## src/rtl/gstmcu_video_pkg.sv

```systemverilog
// Shared video types for the GSTMCU: fetch FSM states, resolution codes,
// bitplane count per resolution and the default LOAD strobe length.
package gstmcu_video_pkg;

  typedef enum logic [1:0] {
    IDLE  = 2'd0,
    REQ   = 2'd1,
    PULSE = 2'd2
  } fetch_state_t;

  localparam logic [1:0] REZ_LOW  = 2'd0;
  localparam logic [1:0] REZ_MID  = 2'd1;
  localparam logic [1:0] REZ_HIGH = 2'd2;

  localparam int LOAD_LEN_DEF = 4;

  // One word per bitplane is needed to fill the shifter for a hard scroll.
  function automatic logic [2:0] planes(input logic [1:0] rez);
    case (rez)
      REZ_LOW: planes = 3'd4;
      REZ_MID: planes = 3'd2;
      default: planes = 3'd1;
    endcase
  endfunction

endpackage

```

## src/rtl/shifter_fetch_addr.sv

```systemverilog
// Video address counter: vbase reload on vsync, +1 per fetched word and a
// single end-of-line offset add per line. vsync outranks everything else.
module shifter_fetch_addr #(
  parameter int ADDR_W = 23
) (
  input  logic              clk32,
  input  logic              reset,
  input  logic              vsync_rise,
  input  logic              de_rise,
  input  logic              inc,
  input  logic              eol_ready,
  input  logic [ADDR_W-1:0] vbase,
  input  logic [ADDR_W-1:0] offset,
  output logic [ADDR_W-1:0] vaddr
);

  localparam logic [ADDR_W-1:0] ONE = {{(ADDR_W-1){1'b0}}, 1'b1};

  // Starts closed so nothing is added before the first visible line.
  logic line_closed;

  always_ff @(posedge clk32) begin
    if (reset) begin
      vaddr       <= '0;
      line_closed <= 1'b1;
    end else if (vsync_rise) begin
      vaddr       <= vbase;
      line_closed <= 1'b1;
    end else begin
      if (inc) begin
        vaddr <= vaddr + ONE;
      end else if (eol_ready && !line_closed) begin
        vaddr       <= vaddr + offset;
        line_closed <= 1'b1;
      end
      if (de_rise) line_closed <= 1'b0;
    end
  end

endmodule

```

## src/rtl/shifter_fetch.sv

```systemverilog
// Video word fetcher for shifter_video: one RAM read per video slot, LOAD
// strobe per word. STE hard scroll and line offset exist only with STE_SCROLL_EN.
module shifter_fetch
  import gstmcu_video_pkg::*;
#(
  parameter int LOAD_LEN = LOAD_LEN_DEF,
  parameter int ADDR_W   = 23
) (
  input  logic              clk32,
  input  logic              reset,
  input  logic              slot_en,
  input  logic              DE,
  input  logic              vsync,
  input  logic [1:0]        rez,
  input  logic [ADDR_W-1:0] vbase,
  input  logic [7:0]        line_offset,
  input  logic [3:0]        hscroll,
  output logic              ram_req,
  output logic [ADDR_W-1:0] ram_addr,
  input  logic              ram_ack,
  input  logic [15:0]       ram_din,
  output logic              LOAD,
  output logic [15:0]       DOUT,
  output logic              scroll,
  output logic [ADDR_W-1:0] vaddr,
  output logic              overrun
);

  localparam int             CW         = $clog2(LOAD_LEN);
  localparam logic [CW-1:0]  PULSE_LAST = CW'(LOAD_LEN - 1);
  localparam logic [CW-1:0]  CNT_ONE    = CW'(1);

  fetch_state_t      state, state_next;
  logic [CW-1:0]     pulse_cnt;
  logic              de_q, vsync_q, skip_inc, is_extra;
  logic [2:0]        extra;
  logic [ADDR_W-1:0] offset_ext;
  logic              vsync_rise, de_rise, fetch_active, ack, eol_ready;

  assign vsync_rise   = vsync & ~vsync_q;
  assign de_rise      = DE & ~de_q;
  assign fetch_active = DE | (extra != 3'd0);
  assign ack          = (state == REQ) & ram_ack;
  // Wait one cycle after DE falls so a freshly loaded extra count is seen first.
  assign eol_ready    = ~DE & ~de_q & (extra == 3'd0) & (state == IDLE);

  assign ram_req  = (state == REQ);
  assign ram_addr = vaddr;
  assign LOAD     = (state == PULSE);

  always_comb begin
    state_next = state;
    case (state)
      IDLE:    if (slot_en && fetch_active) state_next = REQ;
      REQ:     if (ram_ack) state_next = PULSE;
      PULSE:   if (pulse_cnt == PULSE_LAST) state_next = IDLE;
      default: state_next = IDLE;
    endcase
  end

  always_ff @(posedge clk32) begin
    if (reset) begin
      state     <= IDLE;
      pulse_cnt <= '0;
      DOUT      <= '0;
      overrun   <= 1'b0;
      de_q      <= 1'b0;
      vsync_q   <= 1'b0;
      skip_inc  <= 1'b0;
      is_extra  <= 1'b0;
    end else begin
      state   <= state_next;
      de_q    <= DE;
      vsync_q <= vsync;
      if (state == IDLE && state_next == REQ) is_extra <= ~DE;
      pulse_cnt <= (state == PULSE) ? pulse_cnt + CNT_ONE : '0;
      // A vsync during a pending read lets the data through but keeps vaddr at vbase.
      if (ack) begin
        DOUT     <= ram_din;
        skip_inc <= 1'b0;
      end else if (vsync_rise && state == REQ) begin
        skip_inc <= 1'b1;
      end
      if (slot_en && state != IDLE) overrun <= 1'b1;
    end
  end

`ifdef STE_SCROLL_EN
  logic de_fall;
  assign de_fall    = ~DE & de_q;
  assign scroll     = (hscroll != 4'd0);
  assign offset_ext = {{(ADDR_W-8){1'b0}}, line_offset};

  always_ff @(posedge clk32) begin
    if (reset || vsync_rise) begin
      extra <= 3'd0;
    end else if (de_fall && hscroll != 4'd0) begin
      extra <= planes(rez);
    end else if (ack && is_extra && extra != 3'd0) begin
      extra <= extra - 3'd1;
    end
  end
`else
  logic unused_ste;
  assign unused_ste = ^{rez, hscroll, line_offset, is_extra};
  assign scroll     = 1'b0;
  assign offset_ext = '0;
  assign extra      = 3'd0;
`endif

  shifter_fetch_addr #(.ADDR_W(ADDR_W)) u_addr (
    .clk32      (clk32),
    .reset      (reset),
    .vsync_rise (vsync_rise),
    .de_rise    (de_rise),
    .inc        (ack & ~skip_inc),
    .eol_ready  (eol_ready),
    .vbase      (vbase),
    .offset     (offset_ext),
    .vaddr      (vaddr)
  );

endmodule

```

## config.mk

```make
export PLATFORM = sky130hd
export DESIGN_NAME = shifter_fetch
export DESIGN_NICKNAME = d
export VERILOG_FILES = /design/src/rtl/gstmcu_video_pkg.sv /design/src/rtl/shifter_fetch_addr.sv /design/src/rtl/shifter_fetch.sv
export SDC_FILE = /design/constraint.sdc
export NUM_CORES = 1
export LEC_CHECK = 0
export CAP_MARGIN = 10
export CORE_MARGIN = 1
export CORE_UTILIZATION = 35
export DETAILED_ROUTE_END_ITERATION = 8
export GPL_TIMING_DRIVEN = 1
export PLACE_DENSITY = 0.83
export SYNTH_ARGS = -nofsm -noshare
export SYNTH_HDL_FRONTEND = slang
export SYNTH_SLANG_ARGS = --single-unit
export TNS_END_PERCENT = 50
```

## constraint.sdc

```tcl
create_clock -name clk32 -period 1.8 [get_ports clk32]
set_input_delay 0.54 -clock clk32 [delete_from_list [all_inputs] [get_ports clk32]]
set_output_delay 0.54 -clock clk32 [all_outputs]
set_load 0.05 [all_outputs]
```

**Word level (Yosys, flattened, before mapping)**

Cells that the tools add are included.

- $add $sub $neg: 2
- Reduce and logical (&&, ||, !) cells: 9
- Multiplexer cells: 6
- Bitwise gates (word level): 6
- Equal/unequal tests: 6

Operators with widths:

| cell | count |
|---|---|
| $mux 23 | 2 |
| $add 23x1->23 const B | 1 |
| $mux 2 | 3 |
| $ne 2x1->1 const B | 3 |
| $pmux 2 s3 | 1 |
| $eq 2x2->1 const B | 2 |
| $reduce_bool 2->1 | 2 |
| $reduce_or 2->1 | 2 |
| $and 1x1->1 | 3 |
| $logic_and 1x1->1 | 3 |
| $not 1->1 | 3 |
| $reduce_and 3->1 | 1 |
| $add 2x1->2 const B | 1 |
| $eq 2x1->1 const B | 1 |
| $logic_not 2->1 | 1 |

- Input port bits: 59
- Logic and storage cells: 36
- Output and inout port bits: 66
- Register bits after elaboration: 46

**Depth between registers and ports, before layout**

Gate-level depths: netlist (run 1).

- Depth after elaboration: 5
- Gate-level depth with buffers: 6
- Mapped depth without buffers: 4

**Hierarchy**

Synthesis (run 1) repeated with hierarchy kept, for this count alone.

- Cells, all modules: 444
- Area, all modules: 3,626.0 sq um

Modules (own cells, without submodules):

| module | times used | cells each | sequential area each (sq um) | area an instance (sq um) |
|---|---|---|---|---|
| shifter_fetch_addr | 1 | 318 | 480.5 | 2,373.5 |
| shifter_fetch | 1 | 126 | 480.5 | 1,252.5 |

**Worst setup path before layout (run 1)**

OpenSTA, ideal clock, no wires.

- Path kind: register to register
- Start: register u_addr.vaddr[2]
- End: register u_addr.vaddr[16]
- Clock period less this slack: 2.070 ns
- Data arrival time: 1.979 ns
- Slack: -0.270 ns
- Required time: 1.709 ns
- Library setup time: 0.091 ns
- Buffers on the path: 1
- Cell stages (with the launch flop): 6
- Path through: dfxtp_1 and4_4 nand4_4 buf_2 or3_1 a311oi_1

- Word-level cells in the longest chain between the ends: 3

RTL lines:

| element | line | source |
|---|---|---|
| from (decl) | shifter_fetch_addr.sv:14 | `output logic [ADDR_W-1:0] vaddr` |
| from (signal assigned) | shifter_fetch_addr.sv:27 | `vaddr <= vbase;` |
| from (signal assigned) | shifter_fetch_addr.sv:31 | `vaddr <= vaddr + ONE;` |
| from (signal assigned) | shifter_fetch_addr.sv:33 | `vaddr <= vaddr + offset;` |
| $add 23x1->23 | shifter_fetch_addr.sv:31 |  |
| $mux 23 | shifter_fetch_addr.sv:30 | `if (inc) begin` |
| $mux 23 | shifter_fetch_addr.sv:26 | `end else if (vsync_rise) begin` |

Every way passes these cells. The select of a mux whose other input is x is not followed.
A chain may end at the register's enable or synchronous reset.

**Worst setup path in the final report (run 1)**

- Start: register u_addr.vaddr[8]
- End: register u_addr.vaddr[16]

Same word-level chain as after synthesis.

==> results of run 1 <==
==> state kept, by name, indices dropped and copies added (netlist names) <==
name / flops
DOUT: 16
overrun: 1
pulse_cnt: 2
skip_inc: 1
state: 2
u_addr.vaddr: 23
vsync_q: 1
==> where the power goes <==
part / total [mW] / switching (mW) / internal (mW) / leakage [nW]
Clock: 0.654 / 0.344 / 0.310 / 0.0482
Combinational: 1.06 / 0.551 / 0.505 / 1.23
Sequential: 1.14 / 0.0667 / 1.08 / 0.384
==> kinds of logic (layout without fill, tap and decap cells) <==
group,Yosys count,after routing
simple gates,120,121
compound gates,57,57
flops,46,46
buf+inv,41,161
xor+xnor,9,9
fa+ha+maj,2,2
other cells,1,1
mux,1,1
==> layer usage <==
metal  share of wire [%]  wire, um
met2                  52      3870
met5                   0         0
met1                  41      3050
met3                 5.8       434
met4                 1.7       131
==> what timing repair did <==
item                                    4_1_cts  5_1_grt
setup buffers                                 0        7
cloned                                        0        1
pin swaps                                     6        3
endpoints found under the hold margin         0        0
endpoints found under the setup margin       22       10
resized for setup                             7        7
==> layout make-up <==
class	count	area, um^2
Fill cell	485	2170
Multi-Input combinational cell	191	1210
Inverter	2	7.51
Clock inverter	1	5.00
Timing Repair Buffer	151	1860
Sequential cell	46	953
Clock buffer	7	86.3
Tap cell	77	96.3
==> layout by cell type (no fill, tap or decap), types with 3 or more instances in the layout <==
| master | n |
|---|---|
| a211oi_1 | 10 |
| a21oi_1 | 19 |
| a311oi_1 | 8 |
| a311oi_2 | 4 |
| and2_1 | 3 |
| and3_1 | 3 |
| and4_1 | 3 |
| buf_12 | 50 |
| buf_4 | 56 |
| clkbuf_8 | 6 |
| clkdlybuf4s50_1 | 42 |
| dfxtp_1 | 28 |
| dfxtp_2 | 14 |
| dfxtp_4 | 4 |
| nand2_1 | 43 |
| nand3_1 | 7 |
| nand4_1 | 7 |
| nand4_4 | 3 |
| nor2_1 | 25 |
| o21ai_0 | 5 |
| o31ai_1 | 9 |
| or4_1 | 8 |
| xor2_1 | 8 |
==> metrics by stage <==
stage	hold WS, ns	setup slack [ns]
2_1_floorplan	0.403	-0.00521
3_3_place_gp	0.411	-0.559
3_5_place_dp	0.425	-0.650
4_1_cts	0.437	-0.00956
5_1_grt	0.451	-0.0733
6_report	0.436	0.0184
==> final timing paths <==
| path | startpoint | to | slack, ns | cells after the start |
|---|---|---|---|---|
| max reg2reg | u_addr.vaddr[8] | u_addr.vaddr[16] | 0.02 | 4 |
| max | u_addr.vaddr[8] | u_addr.vaddr[16] | 0.02 | 4 |
| min | pulse_cnt[0] | pulse_cnt[0] | 0.44 | 1 |
| min reg2reg | pulse_cnt[0] | pulse_cnt[0] | 0.44 | 1 |
==> results.cfg, run 1 <==
[outcome]
status = completed

[worst_setup_path]
end_kind = flip-flop
max_stage_delay_ns = 0.42
path_cells = and3_1, nand4_2, or3_1, a311oi_1
cp_top_family = simple AND/OR/NAND/NOR gates
worstPathMaxFanout = 7
cp-start-kind = flip-flop
arrival_ns = 1.98
critical-path-slowest-cell = or3_1
path_buf_inv = 0
worst_ep_required_time_ns = 1.99
critPathKind = reg -> reg

[synth]
yosysMostFrequentCell = dfxtp_1
synth.mux.area_fraction_pct = 0.486
ys_top_cells_by_area = dfxtp_1 (40%), buf_4 (8.1%), nand2_1 (7.1%)
syn_inst = 277
ys_async_sr_fraction_pct = 0
synth_top_family_by_area = simple AND/OR/NAND/NOR gates
synth_fa_ha_area_share_pct = 1.08
synthSimpleGateAreaFrac_pct = 27.8
yosys-top-cells-count = dfxtp_1 (46), nand2_1 (44), buf_4 (25), nor2_1 (25), a21oi_1 (19)
synth_seq_cells = 46
synth_area_um2 = 2320
synth_top_area_cell = dfxtp_1
synth-compound-area-share_pct = 16.6
yosys_warnings = 0
yosysTopAreaCellShare_pct = 39.7
ys_types = 37
syn-num-nets = 338
synth_edf_count = 0
avgSynthCellArea_um2 = 8.37
synth_ff_type = dfxtp_1
synth_xor_xnor_area_share_pct = 3.40
yosysSeqAreaShare_pct = 39.7

[grt]
grtUsageMet1_pct = 23.9
grt-ovfl-total = 0
grt_start_max_net_pins = 32
use_met2_pct = 37.4
grt_use_met3_pct = 4.57
grt_use_total_pct = 20.5
grt_busiest_layer = met2
grt_pass1_vias = 2510
grt_pass1_wl_um = 11700
antenna_found_initial = 0

[sta]
finalSetupViolations = 0
timing.final.crit_period_ns = 1.78
hold_viol_final = 0
setup-tns-final_ns = 0
slew_violations = 0
fin_skew_ns = 0.00216
clock.fmax_ghz = 0.561
period_share_pct = 99.0

[job]
drv_cap = 0

[detailed_routing]
drc = 0
wl_per_cell_um = 15.8
vias_per_cell = 5.39
num_vias = 2560
drt-pass1-iter-count = 4
routed_wl_um = 7490
drt_iter0_drc = 138
ant_nets = 0

[die]
pin_count = 125
rows = 29
die_w_um = 83.4
coreArea_um2 = 6390
start_util_pct = 36.3
die_area_um2 = 6950
die_y_um = 83.4

[place]
routabilityCongestion = 0.826
placed_area_um2 = 4020
dp_hpwl_um = 5400
dp_cells = 459
io_buffers = 109

[final_layout]
diodes = 0
finalNonFillerCells = 475
utilization_pct = 66.0
drive_above_1_share_pct = 37.4
areaGrowthSynthToFinish_pct = 82.0
design_area_um2 = 4220
nNetsFinal = 458

[power_and_ir_drop]
power_leakage_nw = 1.66
power_mw = 2.85
peakVddDrop_v = 0.000395
p_per_area_nw_per_um2 = 676

[hold_path]
min_path_type = reg -> reg

[clocking]
cts_root_buffer = clkbuf_8
path_clk_slew_ns = 0.08
clock_sinks = 46
cts_tree = yes
htree_num_levels = 2
clk_latency_ns = 0.29
cts_hold_buf = 0
clk_path_buf_depth = 2
numCtsBuffers = 5
Power figures use the tool's default switching activity.
==> run 2, diff against run 1 <==
- PLACE_DENSITY: 0.83 -> 0.76
==> run 2 against run 1 <==
Against the previous run: register-to-register slack gained 0.02 ns; combinational power about the same; clock-buffer cell count fell by 2; via count decreased by 3.1%; core utilization shrank 0.72 points; critical path depth is 2 lower; sequential share of layout area up 0.22 points; largest power group unchanged; worst hold slack got worse by 0.0031 ns; cell area fell by 1.1%.
==> results.cfg, run 2 (same netlist as run 1, synthesis figures left out) <==
[outcome]
status = completed

[power_and_ir_drop]
power_leakage_nw = 1.63
peakVddDrop_v = 0.000420
p_per_area_nw_per_um2 = 679

[clocking]
clk_path_buf_depth = 2
cts_root_buffer = clkbuf_8
cts_tree = yes
numCtsBuffers = 5
htree_num_levels = 2
clk_latency_ns = 0.30
cts_hold_buf = 0
clock_sinks = 46
path_clk_slew_ns = 0.10

[detailed_routing]
ant_nets = 0
drc = 0
drt-pass1-iter-count = 4
num_vias = 2480
drt_iter0_drc = 124
routed_wl_um = 6690
wl_per_cell_um = 14.1
vias_per_cell = 5.24

[worst_setup_path]
r2r-start = u_addr.vaddr[10]
end_kind = primary output
critical_path.startpoint = u_addr.vaddr[10]
reg2regPathDepth = 3
rr_endpoint = u_addr.vaddr[18]
rrSetupSlack_ns = 0.04
critPathKind = reg -> out
cp-start-kind = flip-flop
worstPathMaxFanout = 6
worst_ep_required_time_ns = 1.26
arrival_ns = 1.22

[sta]
slew_violations = 0
finalSetupViolations = 0
final.setup.worst_slack_ns = 0.0378
fin_skew_ns = 0.00762
clock.fmax_ghz = 0.567
timing.final.crit_period_ns = 1.76
hold_viol_final = 0
period_share_pct = 97.9
worst_hold_slack_ns = 0.433
rsz0062_at_grt = true

[place]
io_buffers = 109
placed_area_um2 = 3990
dp_hpwl_um = 4860
dp_cells = 457
routabilityCongestion = 0.831
pre_cts_slack_ns = -0.628

[final_layout]
reg.largest.list = u_addr.vaddr (23), DOUT (16)
drive_above_1_share_pct = 36.4
finalNonFillerCells = 473
regMostFlops = u_addr.vaddr
largest_reg_flops = 23
nNetsFinal = 456
areaGrowthSynthToFinish_pct = 80.0
final_common_cell = buf_4
diodes = 0
final_cell_mix = buf_4 (56), buf_12 (49), nand2_1 (43), clkdlybuf4s50_1 (42), dfxtp_1 (29)
design_area_um2 = 4170
utilization_pct = 65.3

[die]
pin_count = 125
die_y_um = 83.4
die_w_um = 83.4
coreArea_um2 = 6390
start_util_pct = 36.3
die_area_um2 = 6950
rows = 29

[hold_path]
min_path_type = reg -> reg
hold_start = pulse_cnt[0]
min_to = pulse_cnt[0]
whs_path_depth = 1

[job]
drv_cap = 0

[grt]
grt_pass1_wl_um = 11200
grt_use_total_pct = 19.5
grt-ovfl-total = 0
antenna_found_initial = 0
grt_start_max_net_pins = 30
grt_pass1_vias = 2438
run 2: final cells by class:
type / instances / area (um^2)
tap: 77 / 96.3
timing repair buffer: 150 / 1840
inverter: 2 / 7.51
multi-input combinational: 190 / 1180
sequential: 46 / 952
fill: 505 / 2210
clock buffer: 5 / 68.8
clock inverter: 3 / 23.8
run 2: metrics by stage:
stage          TNS [ns]  total power [mW]
2_1_floorplan  -0.00521              1.67
3_3_place_gp      -9.20              2.18
3_5_place_dp     -10.28              2.19
4_1_cts               0              2.84
5_1_grt         -0.0205              2.95
6_report              0              2.83
run 2: critical path, stage by stage, from the launching register on:
cell,delay (ns)
dfxtp_1,0.57
buf_4,0.22
buf_12,0.13
run 2: per-layer routing:
metal | track usage [%] | wire [um]
met5 | 0 | 0
met1 | 23.7 | 2790
met2 | 34.3 | 3390
met4 | 5.64 | 79
met3 | 4.08 | 424
run 2: worst max-delay path by stage:
stage                             to  slack, ns
finish                  ram_addr[10]       0.04
global route        u_addr.vaddr[18]      -0.02
CTS                 u_addr.vaddr[10]       0.02
detailed placement  u_addr.vaddr[14]      -0.63
global placement    u_addr.vaddr[18]      -0.56
floorplan           u_addr.vaddr[16]     -0.005
run 2: timing repair:
| item | CTS | global route |
|---|---|---|
| buffers inserted | 2 | 6 |
| pin swaps | 4 | 4 |
| gates resized for setup | 7 | 3 |
| endpoints found under the setup margin | 22 | 9 |
run 2: where the power goes:
| group | total [mW] | internal [mW] | leakage (nW) | switching (mW) |
|---|---|---|---|---|
| logic | 1.04 | 0.498 | 1.20 | 0.540 |
| registers | 1.14 | 1.08 | 0.384 | 0.0635 |
| clock network | 0.654 | 0.282 | 0.0491 | 0.372 |
| total | 2.83 | 1.86 | 1.63 | 0.976 |
